<file path="src/rtl/multicycle_control_unit_if.sv">
// Control/memory handshake bundle between the multi-cycle controller and
// the datapath plus shared instruction/data memory.
interface multicycle_control_unit_if;
  logic [6:0] opcode;
  logic       zero;
  logic       mem_ack;
  logic       mem_req;
  logic       mem_read;
  logic       mem_write;
  logic [1:0] alu_op;
  logic       alu_src;
  logic       mem_2_reg;
  logic       reg_write;
  logic       branch;
  logic       jump;
  logic       ir_write;
  logic       pc_write;
  logic       fault;
  logic [2:0] state;

  // Controller side: consumes opcode/flags/ack, drives all control strobes.
  modport master (
    input  opcode, zero, mem_ack,
    output mem_req, mem_read, mem_write, alu_op, alu_src, mem_2_reg,
           reg_write, branch, jump, ir_write, pc_write, fault, state
  );

  // Datapath/memory side.
  modport slave (
    output opcode, zero, mem_ack,
    input  mem_req, mem_read, mem_write, alu_op, alu_src, mem_2_reg,
           reg_write, branch, jump, ir_write, pc_write, fault, state
  );
endinterface

</file>
<file path="src/rtl/multicycle_control_unit.sv">
// Multi-cycle RV32 controller: FETCH/DECODE/EXECUTE/MEM/WRITEBACK sequencing,
// req/ack memory handshake with timeout, sticky FAULT on illegal opcode or
// memory timeout.
module multicycle_control_unit #(
  parameter int unsigned MEM_TIMEOUT = 15,
  parameter bit          ENABLE_JUMP = 1'b1
) (
  input logic                         clk,
  input logic                         rst,
  multicycle_control_unit_if.master   bus
);

  typedef enum logic [2:0] {
    S_FETCH     = 3'd0,
    S_DECODE    = 3'd1,
    S_EXECUTE   = 3'd2,
    S_MEM       = 3'd3,
    S_WRITEBACK = 3'd4,
    S_FAULT     = 3'd7
  } state_e;

  typedef enum logic [2:0] {
    C_R     = 3'd0,
    C_I     = 3'd1,
    C_LOAD  = 3'd2,
    C_STORE = 3'd3,
    C_BEQ   = 3'd4,
    C_JAL   = 3'd5
  } class_e;

  localparam int unsigned CW = (MEM_TIMEOUT == 0) ? 1 : $clog2(MEM_TIMEOUT + 1);
  // Wait count at which a further unacknowledged request cycle is the last one.
  localparam logic [CW-1:0] TO_LAST = (MEM_TIMEOUT == 0) ? CW'(0) : CW'(MEM_TIMEOUT - 1);

  state_e        state_q;
  class_e        class_q;
  logic [CW-1:0] wait_q;

  class_e dec_class;
  logic   dec_valid;
  logic   timeout_hit;

  // Opcode to instruction-class decode; used only while in DECODE.
  always_comb begin
    dec_class = C_R;
    dec_valid = 1'b1;
    case (bus.opcode)
      7'b0110011: dec_class = C_R;
      7'b0010011: dec_class = C_I;
      7'b0000011: dec_class = C_LOAD;
      7'b0100011: dec_class = C_STORE;
      7'b1100011: dec_class = C_BEQ;
      7'b1101111: begin
        dec_class = C_JAL;
        dec_valid = ENABLE_JUMP;
      end
      default:    dec_valid = 1'b0;
    endcase
  end

  assign timeout_hit = (MEM_TIMEOUT != 0) && (wait_q == TO_LAST);

  // State, latched class and memory wait counter.
  // wait_q is cleared every cycle the FSM is not waiting, which is equivalent
  // to clearing it on entry to FETCH/MEM.
  always_ff @(posedge clk) begin
    if (rst) begin
      state_q <= S_FETCH;
      class_q <= C_R;
      wait_q  <= '0;
    end else begin
      wait_q <= '0;
      case (state_q)
        S_FETCH: begin
          if (bus.mem_ack)      state_q <= S_DECODE;
          else if (timeout_hit) state_q <= S_FAULT;
          else                  wait_q  <= wait_q + CW'(1);
        end
        S_DECODE: begin
          if (dec_valid) begin
            class_q <= dec_class;
            state_q <= S_EXECUTE;
          end else begin
            state_q <= S_FAULT;
          end
        end
        S_EXECUTE: begin
          case (class_q)
            C_LOAD, C_STORE: state_q <= S_MEM;
            C_BEQ:           state_q <= S_FETCH;
            default:         state_q <= S_WRITEBACK;
          endcase
        end
        S_MEM: begin
          if (bus.mem_ack)      state_q <= (class_q == C_LOAD) ? S_WRITEBACK : S_FETCH;
          else if (timeout_hit) state_q <= S_FAULT;
          else                  wait_q  <= wait_q + CW'(1);
        end
        S_WRITEBACK: state_q <= S_FETCH;
        default:     state_q <= S_FAULT;
      endcase
    end
  end

  // Moore control decode from state/class; reset forces every output low.
  always_comb begin
    bus.mem_req   = 1'b0;
    bus.mem_read  = 1'b0;
    bus.mem_write = 1'b0;
    bus.alu_op    = 2'b00;
    bus.alu_src   = 1'b0;
    bus.mem_2_reg = 1'b0;
    bus.reg_write = 1'b0;
    bus.branch    = 1'b0;
    bus.jump      = 1'b0;
    bus.ir_write  = 1'b0;
    bus.pc_write  = 1'b0;
    bus.fault     = 1'b0;
    bus.state     = 3'd0;
    if (!rst) begin
      bus.state = state_q;
      case (state_q)
        S_FETCH: begin
          bus.mem_req  = 1'b1;
          bus.mem_read = 1'b1;
          bus.ir_write = bus.mem_ack;
          bus.pc_write = bus.mem_ack;
        end
        S_EXECUTE: begin
          case (class_q)
            C_R:     bus.alu_op = 2'b10;
            C_I: begin
              bus.alu_op  = 2'b10;
              bus.alu_src = 1'b1;
            end
            C_LOAD, C_STORE: bus.alu_src = 1'b1;
            C_BEQ: begin
              bus.alu_op   = 2'b01;
              bus.branch   = 1'b1;
              bus.pc_write = bus.zero;
            end
            C_JAL: begin
              bus.jump     = 1'b1;
              bus.pc_write = 1'b1;
            end
            default: ;
          endcase
        end
        S_MEM: begin
          bus.mem_req   = 1'b1;
          bus.mem_read  = (class_q == C_LOAD);
          bus.mem_write = (class_q == C_STORE);
        end
        S_WRITEBACK: begin
          bus.reg_write = 1'b1;
          bus.mem_2_reg = (class_q == C_LOAD);
        end
        S_FAULT: bus.fault = 1'b1;
        default: ;
      endcase
    end
  end

endmodule

</file>
<file path="src/flat_wrapper.sv">
// flat-port wrapper written by rule: the top's interface ports become plain ports
module multicycle_control_unit_flat 
#(
  parameter int unsigned MEM_TIMEOUT = 15,
  parameter bit          ENABLE_JUMP = 1'b1
)
  (clk, rst, bus_opcode, bus_zero, bus_mem_ack, bus_mem_req, bus_mem_read, bus_mem_write, bus_alu_op, bus_alu_src, bus_mem_2_reg, bus_reg_write, bus_branch, bus_jump, bus_ir_write, bus_pc_write, bus_fault, bus_state);
  multicycle_control_unit_if bus_i ();
  input logic clk;
  input logic rst;
  input wire logic [$bits(bus_i.opcode)-1:0] bus_opcode;
  input wire logic [$bits(bus_i.zero)-1:0] bus_zero;
  input wire logic [$bits(bus_i.mem_ack)-1:0] bus_mem_ack;
  output wire logic [$bits(bus_i.mem_req)-1:0] bus_mem_req;
  output wire logic [$bits(bus_i.mem_read)-1:0] bus_mem_read;
  output wire logic [$bits(bus_i.mem_write)-1:0] bus_mem_write;
  output wire logic [$bits(bus_i.alu_op)-1:0] bus_alu_op;
  output wire logic [$bits(bus_i.alu_src)-1:0] bus_alu_src;
  output wire logic [$bits(bus_i.mem_2_reg)-1:0] bus_mem_2_reg;
  output wire logic [$bits(bus_i.reg_write)-1:0] bus_reg_write;
  output wire logic [$bits(bus_i.branch)-1:0] bus_branch;
  output wire logic [$bits(bus_i.jump)-1:0] bus_jump;
  output wire logic [$bits(bus_i.ir_write)-1:0] bus_ir_write;
  output wire logic [$bits(bus_i.pc_write)-1:0] bus_pc_write;
  output wire logic [$bits(bus_i.fault)-1:0] bus_fault;
  output wire logic [$bits(bus_i.state)-1:0] bus_state;
  assign bus_i.opcode = bus_opcode;
  assign bus_i.zero = bus_zero;
  assign bus_i.mem_ack = bus_mem_ack;
  assign bus_mem_req = bus_i.mem_req;
  assign bus_mem_read = bus_i.mem_read;
  assign bus_mem_write = bus_i.mem_write;
  assign bus_alu_op = bus_i.alu_op;
  assign bus_alu_src = bus_i.alu_src;
  assign bus_mem_2_reg = bus_i.mem_2_reg;
  assign bus_reg_write = bus_i.reg_write;
  assign bus_branch = bus_i.branch;
  assign bus_jump = bus_i.jump;
  assign bus_ir_write = bus_i.ir_write;
  assign bus_pc_write = bus_i.pc_write;
  assign bus_fault = bus_i.fault;
  assign bus_state = bus_i.state;
  multicycle_control_unit #(.MEM_TIMEOUT(MEM_TIMEOUT), .ENABLE_JUMP(ENABLE_JUMP)) u_core (.clk(clk), .rst(rst), .bus(bus_i));
endmodule
</file>
<file path="config.mk">
export PLATFORM = sky130hd
export DESIGN_NAME = multicycle_control_unit_flat
export DESIGN_NICKNAME = d
export VERILOG_FILES = /design/src/rtl/multicycle_control_unit_if.sv /design/src/rtl/multicycle_control_unit.sv /design/src/flat_wrapper.sv
export SDC_FILE = /design/constraint.sdc
export NUM_CORES = 1
export LEC_CHECK = 0
export ABC_AREA = 1
export CAP_MARGIN = 10
export CORE_UTILIZATION = 39
export DETAILED_ROUTE_END_ITERATION = 16
export PLACE_DENSITY = 0.73
export SYNTH_ARGS = -nofsm -noshare
export SYNTH_HDL_FRONTEND = slang
export SYNTH_SLANG_ARGS = --single-unit
</file>
<file path="constraint.sdc">
create_clock -name clk -period 1.22 [get_ports clk]
set_input_delay 0.244 -clock clk [delete_from_list [all_inputs] [get_ports clk]]
set_output_delay 0.244 -clock clk [all_outputs]
set_load 0.03 [all_outputs]
</file>
* Word-level counts from Yosys, hierarchy flattened
Cells that the tools add are included.
** Storage, ports and cells
- Output and inout bits :: 16
- Flip-flop bits (word level) :: 10
** Operators by class
- Muxes and demuxes :: 39
- Add/sub/neg operators :: 1
- Bitwise gates (word level) :: 1
- Reductions and logical operators :: 9
- Equality and inequality tests :: 17
** Operator list (count)
- one-hot mux 3 bit (5 select lines) :: 2
- two-way mux 1 bit :: 24
- two-way mux 3 bit :: 6
- == test 7 x 6 -> 1 bit (second input constant) :: 2
- == test 7 bit (second input constant) :: 2
- == test 3 x 2 -> 1 bit (second input constant) :: 4
- == test 3 bit (second input constant) :: 4
- == test 7 x 2 -> 1 bit (second input constant) :: 1
- == test 7 x 5 -> 1 bit (second input constant) :: 1
- == test 3 x 1 -> 1 bit (second input constant) :: 2
- logical NOT 3 bit :: 2
- one-hot mux 1 bit (2 select lines) :: 3
- one-hot mux 3 bit (2 select lines) :: 1
- OR reduction 2 bit :: 3
- OR reduction 6 bit :: 1
- adder 4 x 1 -> 4 bit (second input constant) :: 1
- == test 4 bit (second input constant) :: 1
- two-way mux 2 bit :: 2
- one-hot mux 2 bit (2 select lines) :: 1
- OR reduction 4 bit :: 1
- OR reduction 3 bit :: 1
- AND reduction 2 bit :: 1
- NOT 1 bit :: 1

* Longest topological paths before layout
Gate-level depths: netlist of run 1.
- Depth in word-level cells :: 5
- Depth in mapped cells :: 10
- Depth with buffers taken out :: 10

* Worst setup path after synthesis of run 1
Ideal clock, no wire load.
- Kind :: register -> output
- Start :: register u_core.state_q[1]
- End :: output port bus_alu_op[0]
- Cell stages (with the launch flop) :: 5
- Buffers on the path :: 0
- Slack :: -0.343 ns
- Data required time :: 0.976 ns
- Data arrival time :: 1.319 ns
- Cells stage by stage :: dfxtp_1 nand2_1 nor2_2 inv_2 nor3_1
** Between the ends
- Cells in the longest elaborated chain, start to end :: 3
** Ends and longest elaborated chain
- start: declaration :: RTL line multicycle_control_unit.sv:35 : state_e state_q;
- start signal: assignment :: RTL line multicycle_control_unit.sv:95 : if (bus.mem_ack) state_q <= (class_q == C_LOAD) ? S_WRITEBACK : S_FETCH;
- == test 3 x 2 -> 1 bit :: RTL line multicycle_control_unit.sv:122 : case (state_q)
- two-way mux 2 bit :: RTL line multicycle_control_unit.sv:122
- two-way mux 2 bit :: RTL line multicycle_control_unit.sv:120 : if (!rst) begin
- end: declaration :: RTL line flat_wrapper.sv:17 : output wire logic [$bits(bus_i.alu_op)-1:0] bus_alu_op;
Every way passes these cells.

* Final worst setup path of run 1
- Start :: register u_core.state_q[0]
- End :: output port bus_alu_op[1]
The elaborated chain is that of the path after synthesis.

==> results of run 1 <==
[tightest hold or removal path: cells and delay by family (launching register included)]
family             cells  cell delay (ns)
AOI/OAI and AO/OA      1             0.05
DFF                    1             0.34
and+or+nand+nor        1             0.08
[repair_timing]
| action | 4_1_cts | 5_1_grt |
|---|---|---|
| setup buffers | 4 | 2 |
| pin swaps | 8 | 6 |
| setup endpoints to repair | 23 | 26 |
| gates resized for setup | 27 | 16 |
| gates cloned | 0 | 0 |
[placed cells by master (no fill, tap or decap), drive strengths merged, types with 2 or more instances in the layout]
cell	synthesis	routed
inv	18	18
o21ai	2	2
nand3	15	15
nand4	2	2
clkbuf	1	4
nor3	8	8
clkdlybuf4s50	0	9
dfxtp	10	10
buf	1	41
a21oi	7	7
nand2	33	33
nor2	26	26
ha	2	2
[state kept, by name, indices dropped and copies added, names as in the netlist]
signal	count
u_core.wait_q	4
u_core.class_q	3
u_core.state_q	3
[final cells by class]
cell class                      instances  area (sq um)
Sequential cell                        10           213
Inverter                               19          78.8
Clock buffer                            4          36.3
Tap cell                               25          31.3
Timing Repair Buffer                   51           448
Multi-Input combinational cell         98           638
Fill cell                             118           338
[metrics by stage]
stage / power [uW] / std cells / instance area, sq um
2_1_floorplan: 1170 / 129 / 853
3_3_place_gp: 1580 / 199 / 1250
3_5_place_dp: 1600 / 199 / 1250
4_1_cts: 2110 / 206 / 1390
5_1_grt: 2370 / 207 / 1450
6_report: 2220 / 207 / 1450
[Yosys cell counts]
master,count,share of area [%]
nand4_1,2,1.6
o21ai_0,1,0.65
clkbuf_1,1,0.49
inv_2,4,2.0
nand3_1,14,9.1
nor3_1,7,4.6
nand3_4,1,2.3
a21oi_4,1,2.1
nand2_1,31,15
nor2_2,5,4.1
nor3_2,1,1.3
dfxtp_1,10,26
nor2_1,21,10
nand2_2,2,1.6
a21oi_1,6,3.9
xor2_1,1,1.1
inv_1,14,6.8
xnor2_1,1,1.1
o21ai_1,1,0.65
clkinv_1,1,0.49
ha_1,2,3.3
buf_2,1,0.65
o22ai_1,1,0.81
[power groups by stage]
| stage | sequential [uW] | clock [uW] | combinational (uW) |
|---|---|---|---|
| 6_report | 480 | 293 | 1450 |
| 5_1_grt | 484 | 315 | 1570 |
| 4_1_cts | 475 | 299 | 1330 |
| 3_5_place_dp | 452 | 0 | 1150 |
| 3_3_place_gp | 449 | 0 | 1140 |
| 2_1_floorplan | 450 | 0 | 716 |
[layer usage]
layer  global-route usage (%)  part of all wire, %
met3                     2.35                  2.4
met1                     24.4                   41
met4                     10.0                  2.2
met2                     40.8                   54
met5                        0                    0
[kinds of logic (layout without fill, tap and decap cells)]
family	count (synthesis)	after routing	synth area share (%)
buffers and inverters	21	74	10.4
AOI/OAI and AO/OA	10	10	8.13
adders and majority gates	2	2	3.25
and+or+nand+nor	84	84	49.9
DFF	10	10	26.0
xor gates and xnor gates	2	2	2.28
[worst max path at each step]
stage	to	depth (start not counted)	startpoint
after global placement	bus_pc_write	5	rst
after CTS	bus_mem_req	4	u_core.state_q[0]
after global routing	bus_alu_op[1]	6	u_core.state_q[0]
after floorplan	bus_alu_src	4	rst
final	bus_alu_op[1]	6	u_core.state_q[0]
after detailed placement	bus_pc_write	5	rst
==> impl_metrics.yaml, run 1 <==
hold_path:
  hold_path_end: "u_core.class_q[2]"
  min_from: "u_core.class_q[2]"
  hold_path_class: "reg -> reg"
  min_path_cells: 2
cells_and_area:
  drive_gt1_share_pct: 51.1
  nets: 196
  area_growth_pct: 87.8
  finalCoreUtilization_pct: 81.1
  antenna_cells: 0
timing:
  max_slew.worst_pin.slew_ns: 0.257
  period_needed_ns: 1.53
  hold_viol: 0
  slew_violations: 0
  relSlewSlack_pct: 82.7
  fin_ws_ns: -0.307
  setup_viol: 22
  skew_ns: 0.00401
  rsz0062_at_grt: "true"
  fmax_mhz: 655
  fin_crit_sh_pct: 125
  fin_setup_tns_ns: -3.98
  worst_hold_slack_ns: 0.500
power_and_ir_drop:
  pwr-share-seq_pct: 21.6
  p_sw_share_pct: 44.2
  pwr-share-clk_pct: 13.2
  power-per-cell-area_nw_per_um2: 1540
  internal_power_uw: 1240
  p_leak_uw: 0.000675
  combPwrFrac_pct: 65.2
  ir_drop_v: 0.00131
  p_sw_uw: 983
cts:
  cts-hold-fix-buffers: 0
  clk_transition_reported_paths_ns: 0.07
  clk_latency_ns: 0.26
  root_buffer: "clkbuf_4"
  clkSinkCount: 10
  htree_levels: 1
  numCtsBuffers: 3
  clockBufferDepth: 2
  cts_tree: "yes"
die:
  num_rows: 15
  die-area_sq_um: 2150
  initial_core_util_pct: 43.2
  die_x_um: 46.4
  fp.dieH_um: 46.4
  core_sq_um: 1780
  pin_count: 27
placed_design:
  dpl_worst_slack_ns: -0.322
  port_buffers: 26
  gp_congestion: 0.810
  dpl.hpwl_mm: 1.56
detailed_routing:
  firstDrtPassIters: 4
  via_count: 1002
  wl_per_cell_um: 11.1
  antenna_left: 0
  first_iter_violations: 20
  drc_errors: 0
  drt-total-wl_mm: 2.31
  viasPerCell: 4.84
setup_path:
  r2r_end: "u_core.state_q[2]"
  cp-end-kind: "primary output"
  timing.rr.start: "u_core.state_q[1]"
  critical_path.slowest_cell: "dfxtp_2"
  crit_buf_inv: 3
  cp_data_arrival_time_ns: 1.28
  path_class: "reg -> out"
  worstPathMaxFanout: 4
  slowest_delay_ns: 0.34
  r2r_slack_ns: -0.12
  crit_chain: "inv_2 -> nand2_2 -> nor2_4 -> inv_2 -> nor3_4 -> buf_6"
  cp-start-kind: "flip-flop"
  cp_common_cell: "inv_2"
  crit_required_ns: 0.98
  crit_family: "simple AND/OR/NAND/NOR gates"
  r2r_cells: 7
synthesis:
  syn_inst: 129
  ys_seq_elements: 10
  ys_seq_area_share_pct: 26.0
  ys_types: 23
  syn_avg_cell_area_sq_um: 5.97
  syn_area_sq_um: 769
  synthesis.nets: 142
  yosysWarnings: 0
global_route:
  grt_antenna_before_repair: 0
  grt_pass1_wl_mm: 3.36
  track_usage_pct: 22.0
  grt_max_degree: 11
  gr-total-overflow: 0
  grt_pass1_vias: 868
job:
  drv_cap: 0
outcome:
  violations: "negative setup slack"
  status: "finished, violations left"
Power figures use the tool's default switching activity.
==> inputs of run 2 (changes only) <==
CAP_MARGIN = 15   (was 10)
==> results of run 2 <==
Same layout as run 1: the final DEF is identical, and so are final timing and power.
